===== config.mk =====
export PLATFORM = sky130hd
export DESIGN_NAME = muldiv_seq
export DESIGN_NICKNAME = d
export VERILOG_FILES = /design/src/rtl/pck_isa.sv /design/src/rtl/muldiv_sign_fix.sv /design/src/rtl/muldiv_seq.sv
export SDC_FILE = /design/constraint.sdc
export NUM_CORES = 1
export LEC_CHECK = 0
export ABC_AREA = 1
export ABC_CLOCK_PERIOD_IN_PS = 4100
export CAP_MARGIN = 10
export CELL_PAD_IN_SITES_DETAIL_PLACEMENT = 0
export CELL_PAD_IN_SITES_GLOBAL_PLACEMENT = 2
export CORE_MARGIN = 2
export CORE_UTILIZATION = 35
export CTS_CLUSTER_SIZE = 10
export DETAILED_ROUTE_END_ITERATION = 8
export PLACE_DENSITY = 0.9
export SKIP_LAST_GASP = 1
export SYNTH_ARGS = -nofsm -noshare
export SYNTH_HDL_FRONTEND = slang
export SYNTH_HIERARCHICAL = 1
export SYNTH_SLANG_ARGS = --single-unit
export TNS_END_PERCENT = 20

===== constraint.sdc =====
create_clock -name clk -period 4.1 [get_ports clk]
set_input_delay 0.82 -clock clk [delete_from_list [all_inputs] [get_ports clk]]
set_output_delay 0.82 -clock clk [all_outputs]
set_load 0.01 [all_outputs]

===== src/rtl/pck_isa.sv =====
// Shared ISA definitions for the execute stage.
//   isa_instr_e    : decoded instruction class driven by the decoder
//   muldiv_state_e : state encoding of the multiply/divide sequencer
//   is_muldiv()    : 1 for the RV32 M extension ops (isa_mul..isa_remu)
//   is_mul_op()    : 1 for the multiply half of the M range
//   is_div_op()    : 1 for the divide/remainder half of the M range
package pck_isa;

  typedef enum logic [5:0] {
    isa_nop,
    isa_add,
    isa_sub,
    isa_and,
    isa_or,
    isa_xor,
    isa_sll,
    isa_srl,
    isa_sra,
    isa_slt,
    isa_sltu,
    isa_mul,
    isa_mulh,
    isa_mulsu,
    isa_mulu,
    isa_div,
    isa_divu,
    isa_rem,
    isa_remu,
    isa_lw,
    isa_sw
  } isa_instr_e;

  typedef enum logic [1:0] {MD_IDLE, MD_CALC, MD_FIXUP, MD_DONE} muldiv_state_e;

  function automatic logic is_muldiv(isa_instr_e op);
    return (op >= isa_mul) && (op <= isa_remu);
  endfunction

  function automatic logic is_mul_op(isa_instr_e op);
    return (op >= isa_mul) && (op <= isa_mulu);
  endfunction

  function automatic logic is_div_op(isa_instr_e op);
    return (op >= isa_div) && (op <= isa_remu);
  endfunction

endpackage


===== src/rtl/muldiv_sign_fix.sv =====
// Combinational sign helpers for the multiply/divide sequencer.
//   rs1_i/rs2_i            : raw operands
//   rs1_signed_i/rs2_signed_i : treat operand as two's complement
//   rs1_neg_o/rs2_neg_o    : operand is negative under that signedness
//   rs1_abs_o/rs2_abs_o    : operand magnitude (0x80000000 stays 0x80000000,
//                            which is the correct unsigned magnitude 2^31)
//   acc_i                  : unsigned iteration result (product, or {rem, quo})
//   prod_neg_i/quo_neg_i/rem_neg_i : negate the respective result
//   prod_o/quo_o/rem_o     : signed-corrected product / quotient / remainder
module muldiv_sign_fix (
  input  logic [31:0] rs1_i,
  input  logic [31:0] rs2_i,
  input  logic        rs1_signed_i,
  input  logic        rs2_signed_i,
  output logic        rs1_neg_o,
  output logic        rs2_neg_o,
  output logic [31:0] rs1_abs_o,
  output logic [31:0] rs2_abs_o,
  input  logic [63:0] acc_i,
  input  logic        prod_neg_i,
  input  logic        quo_neg_i,
  input  logic        rem_neg_i,
  output logic [63:0] prod_o,
  output logic [31:0] quo_o,
  output logic [31:0] rem_o
);

  assign rs1_neg_o = rs1_signed_i & rs1_i[31];
  assign rs2_neg_o = rs2_signed_i & rs2_i[31];
  assign rs1_abs_o = rs1_neg_o ? (~rs1_i + 32'd1) : rs1_i;
  assign rs2_abs_o = rs2_neg_o ? (~rs2_i + 32'd1) : rs2_i;

  assign prod_o = prod_neg_i ? (~acc_i + 64'd1) : acc_i;
  assign quo_o  = quo_neg_i  ? (~acc_i[31:0] + 32'd1)  : acc_i[31:0];
  assign rem_o  = rem_neg_i  ? (~acc_i[63:32] + 32'd1) : acc_i[63:32];

endmodule


===== src/rtl/muldiv_seq.sv =====
// Iterative RV32 M-extension sequencer: radix-2 shift-add multiply and
// restoring divide, one bit per cycle, sitting beside the ALU.
//   clk, reset_n            : clock (rising edge), async active-low reset
//   req_valid_i/req_ready_o : request handshake; ready only in IDLE and not killed
//   req_op_i, rs1_i, rs2_i  : decoded M op and its operands
//   kill_i                  : flush; returns to IDLE and suppresses rsp_valid_o
//   rsp_valid_o/rsp_ready_i : response handshake
//   rsp_data_o              : registered result, stable while rsp_valid_o is high
//   busy_o                  : state != IDLE (core stall)
//   state_o                 : current FSM state, for debug and checkers
// Handshakes: a transfer happens on a rising edge where valid and ready are
// both high; valid never depends on ready, and once the response is valid it
// and its data stay unchanged until the transfer (or a kill/reset).
module muldiv_seq
  import pck_isa::*;
#(
  parameter int XLEN      = 32,
  parameter bit FAST_DIV0 = 1'b1
) (
  input  logic            clk,
  input  logic            reset_n,
  input  logic            req_valid_i,
  output logic            req_ready_o,
  input  isa_instr_e      req_op_i,
  input  logic [XLEN-1:0] rs1_i,
  input  logic [XLEN-1:0] rs2_i,
  input  logic            kill_i,
  output logic            rsp_valid_o,
  input  logic            rsp_ready_i,
  output logic [XLEN-1:0] rsp_data_o,
  output logic            busy_o,
  output muldiv_state_e   state_o
);

  localparam logic [4:0] CNT_LOAD = 5'(XLEN - 1);

  muldiv_state_e   state_q, state_d;
  isa_instr_e      op_q, op_d;
  logic [XLEN-1:0] b_q, b_d;            // multiplicand (mul) or divisor (div)
  logic [63:0]     acc_q, acc_d;        // {hi, multiplier} or {remainder, dividend/quotient}
  logic [4:0]      cnt_q, cnt_d;
  logic            neg_q, neg_d;        // product / quotient sign
  logic            s1neg_q, s1neg_d;    // remainder sign
  logic            force_q, force_d;    // divide-by-zero or signed overflow
  logic [XLEN-1:0] force_val_q, force_val_d;
  logic [XLEN-1:0] rsp_data_q, rsp_data_d;

  logic        rs1_signed, rs2_signed, rs1_neg, rs2_neg;
  logic [31:0] rs1_abs, rs2_abs, quo_fix, rem_fix;
  logic [63:0] prod_fix;
  logic        accept, div_zero, div_ovf, special;
  logic [32:0] mul_sum;
  logic [63:0] mul_next, div_next;
  logic [32:0] div_top;
  logic [31:0] div_rem;
  logic        div_borrow;
  logic [31:0] result_sel;

  assign rs1_signed = (req_op_i == isa_mul) || (req_op_i == isa_mulh) || (req_op_i == isa_mulsu) ||
                      (req_op_i == isa_div) || (req_op_i == isa_rem);
  assign rs2_signed = (req_op_i == isa_mul) || (req_op_i == isa_mulh) ||
                      (req_op_i == isa_div) || (req_op_i == isa_rem);

  muldiv_sign_fix u_sign_fix (
    .rs1_i        (rs1_i),
    .rs2_i        (rs2_i),
    .rs1_signed_i (rs1_signed),
    .rs2_signed_i (rs2_signed),
    .rs1_neg_o    (rs1_neg),
    .rs2_neg_o    (rs2_neg),
    .rs1_abs_o    (rs1_abs),
    .rs2_abs_o    (rs2_abs),
    .acc_i        (acc_q),
    .prod_neg_i   (neg_q),
    .quo_neg_i    (neg_q),
    .rem_neg_i    (s1neg_q),
    .prod_o       (prod_fix),
    .quo_o        (quo_fix),
    .rem_o        (rem_fix)
  );

  assign req_ready_o = (state_q == MD_IDLE) && !kill_i;
  assign rsp_valid_o = (state_q == MD_DONE) && !kill_i;
  assign busy_o      = (state_q != MD_IDLE);
  assign rsp_data_o  = rsp_data_q;
  assign state_o     = state_q;
  assign accept      = req_valid_i && req_ready_o;

  // RISC-V defines fixed results for these; they are forced in FIXUP.
  assign div_zero = is_div_op(req_op_i) && (rs2_i == '0);
  assign div_ovf  = ((req_op_i == isa_div) || (req_op_i == isa_rem)) &&
                    (rs1_i == 32'h8000_0000) && (rs2_i == 32'hFFFF_FFFF);
  assign special  = div_zero || div_ovf;

  // Multiply step: add multiplicand into the high half when the multiplier
  // LSB is set, then shift the whole {carry, hi, multiplier} right by one.
  assign mul_sum  = {1'b0, acc_q[63:32]} + (acc_q[0] ? {1'b0, b_q} : 33'd0);
  assign mul_next = {mul_sum, acc_q[31:1]};

  // Restoring divide step: the next dividend bit is shifted into the
  // remainder; the trial remainder can be 33 bits, so compare at that width.
  // On success the difference is below the divisor and fits in 32 bits.
  assign div_top    = acc_q[63:31];
  assign div_borrow = div_top < {1'b0, b_q};
  assign div_rem    = div_top[31:0] - b_q;
  assign div_next   = div_borrow ? {acc_q[62:0], 1'b0} : {div_rem, acc_q[30:0], 1'b1};

  always_comb begin
    result_sel = quo_fix;
    case (op_q)
      isa_mul:                     result_sel = prod_fix[31:0];
      isa_mulh, isa_mulsu, isa_mulu: result_sel = prod_fix[63:32];
      isa_rem, isa_remu:           result_sel = rem_fix;
      default:                     result_sel = quo_fix;
    endcase
  end

  always_comb begin
    state_d     = state_q;
    op_d        = op_q;
    b_d         = b_q;
    acc_d       = acc_q;
    cnt_d       = cnt_q;
    neg_d       = neg_q;
    s1neg_d     = s1neg_q;
    force_d     = force_q;
    force_val_d = force_val_q;
    rsp_data_d  = rsp_data_q;
    case (state_q)
      MD_IDLE: begin
        if (accept) begin
          op_d        = req_op_i;
          b_d         = is_mul_op(req_op_i) ? rs1_abs : rs2_abs;
          acc_d       = {32'd0, (is_mul_op(req_op_i) ? rs2_abs : rs1_abs)};
          neg_d       = rs1_neg ^ rs2_neg;
          s1neg_d     = rs1_neg;
          cnt_d       = CNT_LOAD;
          force_d     = special;
          if (div_zero) begin
            force_val_d = ((req_op_i == isa_div) || (req_op_i == isa_divu)) ? 32'hFFFF_FFFF : rs1_i;
          end else begin
            force_val_d = (req_op_i == isa_div) ? 32'h8000_0000 : 32'd0;
          end
          if (!is_muldiv(req_op_i)) begin
            state_d    = MD_DONE;
            rsp_data_d = '0;
          end else if (FAST_DIV0 && special) begin
            state_d = MD_FIXUP;
          end else begin
            state_d = MD_CALC;
          end
        end
      end
      MD_CALC: begin
        acc_d = is_mul_op(op_q) ? mul_next : div_next;
        if (cnt_q == 5'd0) begin
          state_d = MD_FIXUP;
        end else begin
          cnt_d = cnt_q - 5'd1;
        end
      end
      MD_FIXUP: begin
        rsp_data_d = force_q ? force_val_q : result_sel;
        state_d    = MD_DONE;
      end
      MD_DONE: begin
        if (rsp_ready_i) state_d = MD_IDLE;
      end
      default: state_d = MD_IDLE;
    endcase
    if (kill_i) state_d = MD_IDLE;
  end

  always_ff @(posedge clk or negedge reset_n) begin
    if (!reset_n) begin
      state_q     <= MD_IDLE;
      op_q        <= isa_nop;
      b_q         <= '0;
      acc_q       <= '0;
      cnt_q       <= '0;
      neg_q       <= 1'b0;
      s1neg_q     <= 1'b0;
      force_q     <= 1'b0;
      force_val_q <= '0;
      rsp_data_q  <= '0;
    end else begin
      state_q     <= state_d;
      op_q        <= op_d;
      b_q         <= b_d;
      acc_q       <= acc_d;
      cnt_q       <= cnt_d;
      neg_q       <= neg_d;
      s1neg_q     <= s1neg_d;
      force_q     <= force_d;
      force_val_q <= force_val_d;
      rsp_data_q  <= rsp_data_d;
    end
  end

  // Illegal ops are answered with 0, but they indicate a decoder bug.
  a_legal_op : assert property (@(posedge clk) disable iff (!reset_n)
    accept |-> is_muldiv(req_op_i));

endmodule

==> impl_metrics.tcl, run 1 <==
set metrics [dict create \
    first_pass_iters 7 \
    final.setup_skew_ps 16.6 \
    clock_latency_ps 490 \
    synth_compound_area_share_pct 17.8 \
    synthSimpleGateAreaFrac_pct 39.8 \
    utilization_pct 39.9 \
    crit_path_frequent_cell "inv_1" \
    worst_ep_required_time_ps 4500 \
    rows 88 \
    grt_use_total_pct 30.9 \
    cts-resized-gates 0 \
    place_hpwl_um 74200 \
    clk_pin_slew_ps 80 \
    numCtsBuffers 17 \
    synth_top_family_by_area "simple AND/OR/NAND/NOR gates" \
    outcome "completed" \
    h-tree-depth 4 \
    r2r_slack_ps 890 \
    antenna_found_initial 0 \
    mostFrequentLayoutCells "nand2_1, inv_1, nor2_1" \
    power_density_nw_per_um2 730 \
    ant_nets 0 \
    r2r_cells 15 \
    ys_types 53 \
    final.period_utilization_pct 84.6 \
    critPathTopFamily "buffers and inverters" \
    antennaDiodeCount 0 \
    gp_congestion 0.989 \
    cts.path.max_buffers 2 \
    layout.nets 3783 \
    synthFlopType "dfrtp_1" \
    finalSetupViolCount 0 \
    rsz0062_at_grt "no" \
    drt_iter0_drc 2375 \
    synth-seq-area-share_pct 21.4 \
    start_kind "input pin" \
    fill_cells 6577 \
    slowest_stage "inv_1" \
    syn-cell-area_sq_um 20500 \
    finalHoldViolCount 0 \
    synth-async-reset-ratio_pct 100 \
    grt_start_max_net_pins 83 \
    cts_tree "built" \
    arrival_ps 3870 \
    grt_pass1_vias 21971 \
    wirelength_um 94300 \
    yosysWarningCount 6 \
    crit_buf_inv 6 \
    cp_max_fo 16 \
    die_width_um 246 \
    static-leakage-power_uw 0.0115 \
    layout_commonest_cell "nand2_1" \
    r2r-end "acc_q[61]$_DFFE_PN0P_" \
    cp.depth 17 \
    synth_xor_area_share_pct 3.92 \
    path_cells "clkdlybuf4s50_1 -> nor2_2 -> inv_1 -> o31ai_1 -> inv_1 -> nand3_1 -> nand2_2 -> inv_1 -> nand2_1 -> inv_1 -> nor2_2 -> nand2_1 -> xor2_1 -> inv_1 -> a21oi_1 -> o21ai_0 -> o21ai_0" \
    tightest_slew_ps 788 \
    drive_above_1_share_pct 5.10 \
    synth-edff-count 0 \
    num_vias 23848 \
    multiInputGateArea_sq_um 13600 \
    grt_pass1_wl_um 140000 \
    finalSetupTns_ps 0 \
    ys_seq_elements 176 \
    end_kind "flop" \
    port_buffers 111 \
    crit_start "req_op_i[4]" \
    max_freq_ghz 0.288 \
    clock_sinks 176 \
    dieArea_sq_um 60600 \
    period_minus_slack_ps 3470 \
    grt_overflow_total 0 \
    synth_nets 3733 \
    drt-wirelength-per-cell_um 21.4 \
    fp.dieH_um 246 \
    maxSlewHeadroom_pct 47.1 \
    synthAdderAreaFrac_pct 4.77 \
    ir_drop_v 0.000401 \
    yosys-mux-area-fraction_pct 0 \
    io_pins 112 \
    drv_cap 0 \
    synth.avg_cell_area_sq_um 5.73 \
    core_sq_um 57800 \
    post-cts-setup-buffers 0 \
    cts_hold_buf 0 \
    path_class "in -> reg" \
    initial_core_util_pct 35.5 \
    hold_class "in -> async" \
    ff_latch_area_sq_um 4410 \
    cpPeakStageDelay_ps 490 \
    vias_per_cell 5.41 \
    reg2reg_from "acc_q[0]$_DFFE_PN0P_" \
    synthCells 3581 \
    ctsRootBufferMaster "clkbuf_16" \
    syn_to_final_growth_pct 12.5 \
    drv_slew 0 \
    drc_errors 0 \
]
## cell usage after synthesis, drive strengths merged (53+ instances only)
cell | n | area, sq um
a21oi | 145 | 756
buf | 54 | 327
clkbuf | 82 | 308
dfrtp | 176 | 4400
ha | 75 | 938
inv | 498 | 1880
nand2 | 1097 | 4210
nand3 | 280 | 1460
nand4 | 53 | 332
nor2 | 445 | 1790
o21ai | 399 | 2010
o22ai | 62 | 388
xor2 | 58 | 508
## worst max path at each step
stage and to:
4_1_cts acc_q[16]$_DFFE_PN0P_, 3_5_place_dp acc_q[16]$_DFFE_PN0P_, 2_1_floorplan acc_q[53]$_DFFE_PN0P_, 3_3_place_gp acc_q[16]$_DFFE_PN0P_
6_report b_q[16]$_DFFE_PN0P_, 5_1_grt acc_q[16]$_DFFE_PN0P_
## metrics by stage
| step | total power, uW | area [sq um] | hold slack [ps] | cells | worst slack (ps) |
|---|---|---|---|---|---|
| 2_1_floorplan | 10700 | 20500 | 444 | 3581 | 1450 |
| 3_3_place_gp | 14900 | 22400 | 459 | 4377 | 268 |
| 3_5_place_dp | 14900 | 22400 | 466 | 4377 | 232 |
| 4_1_cts | 16700 | 23100 | 389 | 4409 | 730 |
| 5_1_grt | 18200 | 23100 | 408 | 4409 | 386 |
| 6_report | 16800 | 23100 | 355 | 4409 | 631 |
## routing by layer
layer  GRT usage (%)  up-vias  wire length, um
met5               0        -                0
met4            11.9        0             3510
li1                -    11647                -
met3            4.10      149             6490
met1            42.5    11163            41500
met2            48.9      889            42800
## kinds of logic after synthesis
family | Yosys count
AND/OR/NAND/NOR | 1933
AO/OA/AOI/OAI | 664
buffers and inverters | 639
flip-flops | 176
XOR/XNOR | 92
adder cells (fa/ha/maj) | 77
## registers in the layout, indices dropped and copies added (netlist names)
| register | flops |
|---|---|
| state_o | 2 |
| force_q | 1 |
| rsp_data_o | 32 |
| acc_q | 64 |
| force_val_q | 32 |
| b_q | 32 |
| cnt_q | 5 |
| neg_q | 1 |
| op_q | 6 |
| s1neg_q | 1 |
## where the power goes
group / switching, uW / internal [uW]
Sequential: 1370 / 2360
Combinational: 7660 / 3680
Clock: 932 / 851
Total: 9960 / 6880
## final cells by class
| class | instances | area share [%] |
|---|---|---|
| inverter | 503 | 8.21 |
| multi-input combinational | 2766 | 59.0 |
| clock buffer | 17 | 1.84 |
| sequential | 176 | 19.1 |
| timing repair buffer | 167 | 6.76 |
| clock inverter | 15 | 0.937 |
| tap | 765 | 4.15 |
Note: power is estimated with default switching activity, not from simulation.
==> inputs of run 2 (changes only) <==
--- a/config.mk
+++ b/config.mk
@@ -6,15 +6,15 @@
 export NUM_CORES = 1
 export LEC_CHECK = 0
 export ABC_AREA = 1
-export ABC_CLOCK_PERIOD_IN_PS = 4100
+export ABC_CLOCK_PERIOD_IN_PS = 3500
 export CAP_MARGIN = 10
 export CELL_PAD_IN_SITES_DETAIL_PLACEMENT = 0
 export CELL_PAD_IN_SITES_GLOBAL_PLACEMENT = 2
 export CORE_MARGIN = 2
-export CORE_UTILIZATION = 35
+export CORE_UTILIZATION = 33
 export CTS_CLUSTER_SIZE = 10
 export DETAILED_ROUTE_END_ITERATION = 8
-export PLACE_DENSITY = 0.9
+export PLACE_DENSITY = 0.86
 export SKIP_LAST_GASP = 1
 export SYNTH_ARGS = -nofsm -noshare
 export SYNTH_HDL_FRONTEND = slang
==> constraint.sdc (replaced) <==
create_clock -name clk -period 3.5 [get_ports clk]
set_input_delay 0.7 -clock clk [delete_from_list [all_inputs] [get_ports clk]]
set_output_delay 0.7 -clock clk [all_outputs]
set_load 0.01 [all_outputs]
==> run 2 against run 1 <==
  * Setup slack got worse by 180 ps
  * Die area grew 6.0%
  * First-iteration DRC count shrank 2.7%
  * Sequential share of layout area fell by 0.46 points
  * Combinational power is 24% higher
  * Power increased by 19%
  * Routed wire length grew 1.9%
==> impl_metrics.tcl, run 2 (synthesis gave the netlist of run 1 again) <==
set metrics [dict create \
    outcome "completed" \
    ant_nets 0 \
    num_vias 24022 \
    core_sq_um 61600 \
    cts-resized-gates 0 \
    hold_class "in -> async" \
    rows 91 \
    drc_errors 0 \
    final.period_utilization_pct 87.0 \
    drt-wirelength-per-cell_um 21.2 \
    h-tree-depth 4 \
    utilization_pct 38.4 \
    rsz0062_at_grt "no" \
    maxSlewHeadroom_pct 46.5 \
    ff_latch_area_sq_um 4410 \
    ctsRootBufferMaster "clkbuf_16" \
    final.setup_skew_ps 11.2 \
    layout.nets 3840 \
    grt_pass1_wl_um 142000 \
    post-cts-setup-buffers 0 \
    tightest_slew_ps 801 \
    layout_commonest_cell "nand2_1" \
    finalHoldViolCount 0 \
    share_comb_of_total_power_pct 69.4 \
    p_int_uw 8270 \
    ir_drop_v 0.000461 \
    grt_use_total_pct 29.7 \
    antenna_found_initial 0 \
    cp_max_fo 27 \
    static-leakage-power_uw 0.0118 \
    initial_core_util_pct 33.3 \
    drt_iter0_drc 2310 \
    syn_to_final_growth_pct 15.2 \
    period_minus_slack_ps 3040 \
    max_freq_ghz 0.328 \
    final_area_sq_um 23700 \
    cts.path.max_buffers 2 \
    largest_register_ffs 64 \
    fill_cells 7013 \
    wirelength_um 96000 \
    dieArea_sq_um 64200 \
    multiInputGateArea_sq_um 13600 \
    io_pins 112 \
    clock_sinks 176 \
    port_buffers 111 \
    switching_share_pct 58.8 \
    clock_latency_ps 500 \
    p_switching_uw 11800 \
    p_total_uw 20100 \
    start_kind "flop" \
    place_area_sq_um 23000 \
    end_kind "flop" \
    mostFrequentLayoutCells "nand2_1, inv_1, nor2_1" \
    first_pass_iters 6 \
    place_hpwl_um 77000 \
    numCtsBuffers 17 \
    gp_congestion 0.972 \
    cts_hold_buf 0 \
    drv_cap 0 \
    top_register "acc_q" \
    grt_pass1_vias 22058 \
    path_class "reg -> reg" \
    worst_ep_required_time_ps 3880 \
    grt_start_max_net_pins 65 \
    finalSetupTns_ps 0 \
    drv_slew 0 \
    cts_tree "built" \
    clkPwrFrac_pct 10.6 \
    drive_above_1_share_pct 6.57 \
    finalSetupViolCount 0 \
    arrival_ps 3420 \
    clk_pin_slew_ps 80 \
    vias_per_cell 5.29 \
    grt_overflow_total 0 \
    power_density_nw_per_um2 849 \
    pwr-share-seq_pct 19.9 \
    antennaDiodeCount 0 \
    die_width_um 253 \
    fp.dieH_um 253 \
]
run 2: changes by cell type in the layout (fill, tap and decap cells not counted), sizes merged:
cell / change
clkinv: -3
inv: +3
buf: +57
run 2: power groups by stage:
| stage | logic, uW | clock network, uW | registers, uW |
|---|---|---|---|
| final | 14000 | 2140 | 4010 |
| after global routing | 15400 | 2240 | 4070 |
| after CTS | 13800 | 2170 | 3970 |
| after detailed placement | 13700 | 0 | 4010 |
| after global placement | 13800 | 0 | 4020 |
| after floorplan | 8990 | 0 | 3570 |
run 2: final cells by class:
type / count / area share (%)
multi-input cells: 2766 / 57.6
clock buffers: 17 / 1.80
repair buffers: 224 / 8.62
flip-flops and latches: 176 / 18.6
clock inverters: 15 / 0.904
well taps: 837 / 4.43
inverters: 503 / 8.02
run 2: metrics by stage:
step	hold slack, ps	std cells	setup slack (ps)
4_1_cts	108	4538	488
2_1_floorplan	404	3581	848
3_3_place_gp	460	4506	239
5_1_grt	132	4538	199
6_report	120	4538	456
3_5_place_dp	467	4506	213
run 2: critical path, stage by stage, from the launching register on:
cell     delay, ps
dfrtp_1        430
buf_12         210
nand2_1         60
inv_1           50
ha_1           220
inv_1           90
fa_1           430
o21ai_1        390
nand2_1         90
nand2_1        140
nand2_1         80
nand2_1        180
nand2_1        100
nand3_1         80
nand3_1        110
nand2_1        110
inv_1           40
nand2_1         50
nand2_1         60
run 2: path summary, 6_finish.rpt:
kind	from	to	slack, ps	depth (start not counted)
hold / removal	reset_n	acc_q[59]$_DFFE_PN0P_	120	1
max in group asynchronous	reset_n	force_q$_DFFE_PN0P_	2520	2
hold reg to reg	force_val_q[4]$_DFFE_PN0P_	force_val_q[4]$_DFFE_PN0P_	480	2
min in group clk	force_val_q[4]$_DFFE_PN0P_	force_val_q[4]$_DFFE_PN0P_	480	2
setup reg to reg	acc_q[0]$_DFFE_PN0P_	acc_q[53]$_DFFE_PN0P_	460	18
setup / recovery	acc_q[0]$_DFFE_PN0P_	acc_q[53]$_DFFE_PN0P_	460	18
run 2: layer usage:
| metal | part of all wire (%) | global-route usage, % | vias to the layer above | wire length [um] |
|---|---|---|---|---|
| met5 | 0 | 0 | - | 0 |
| met4 | 3.4 | 10.4 | 0 | 3290 |
| met3 | 7.0 | 4.72 | 112 | 6750 |
| met2 | 45 | 46.8 | 886 | 43000 |
| met1 | 45 | 41.0 | 11270 | 43000 |
| li1 | - | - | 11754 | - |
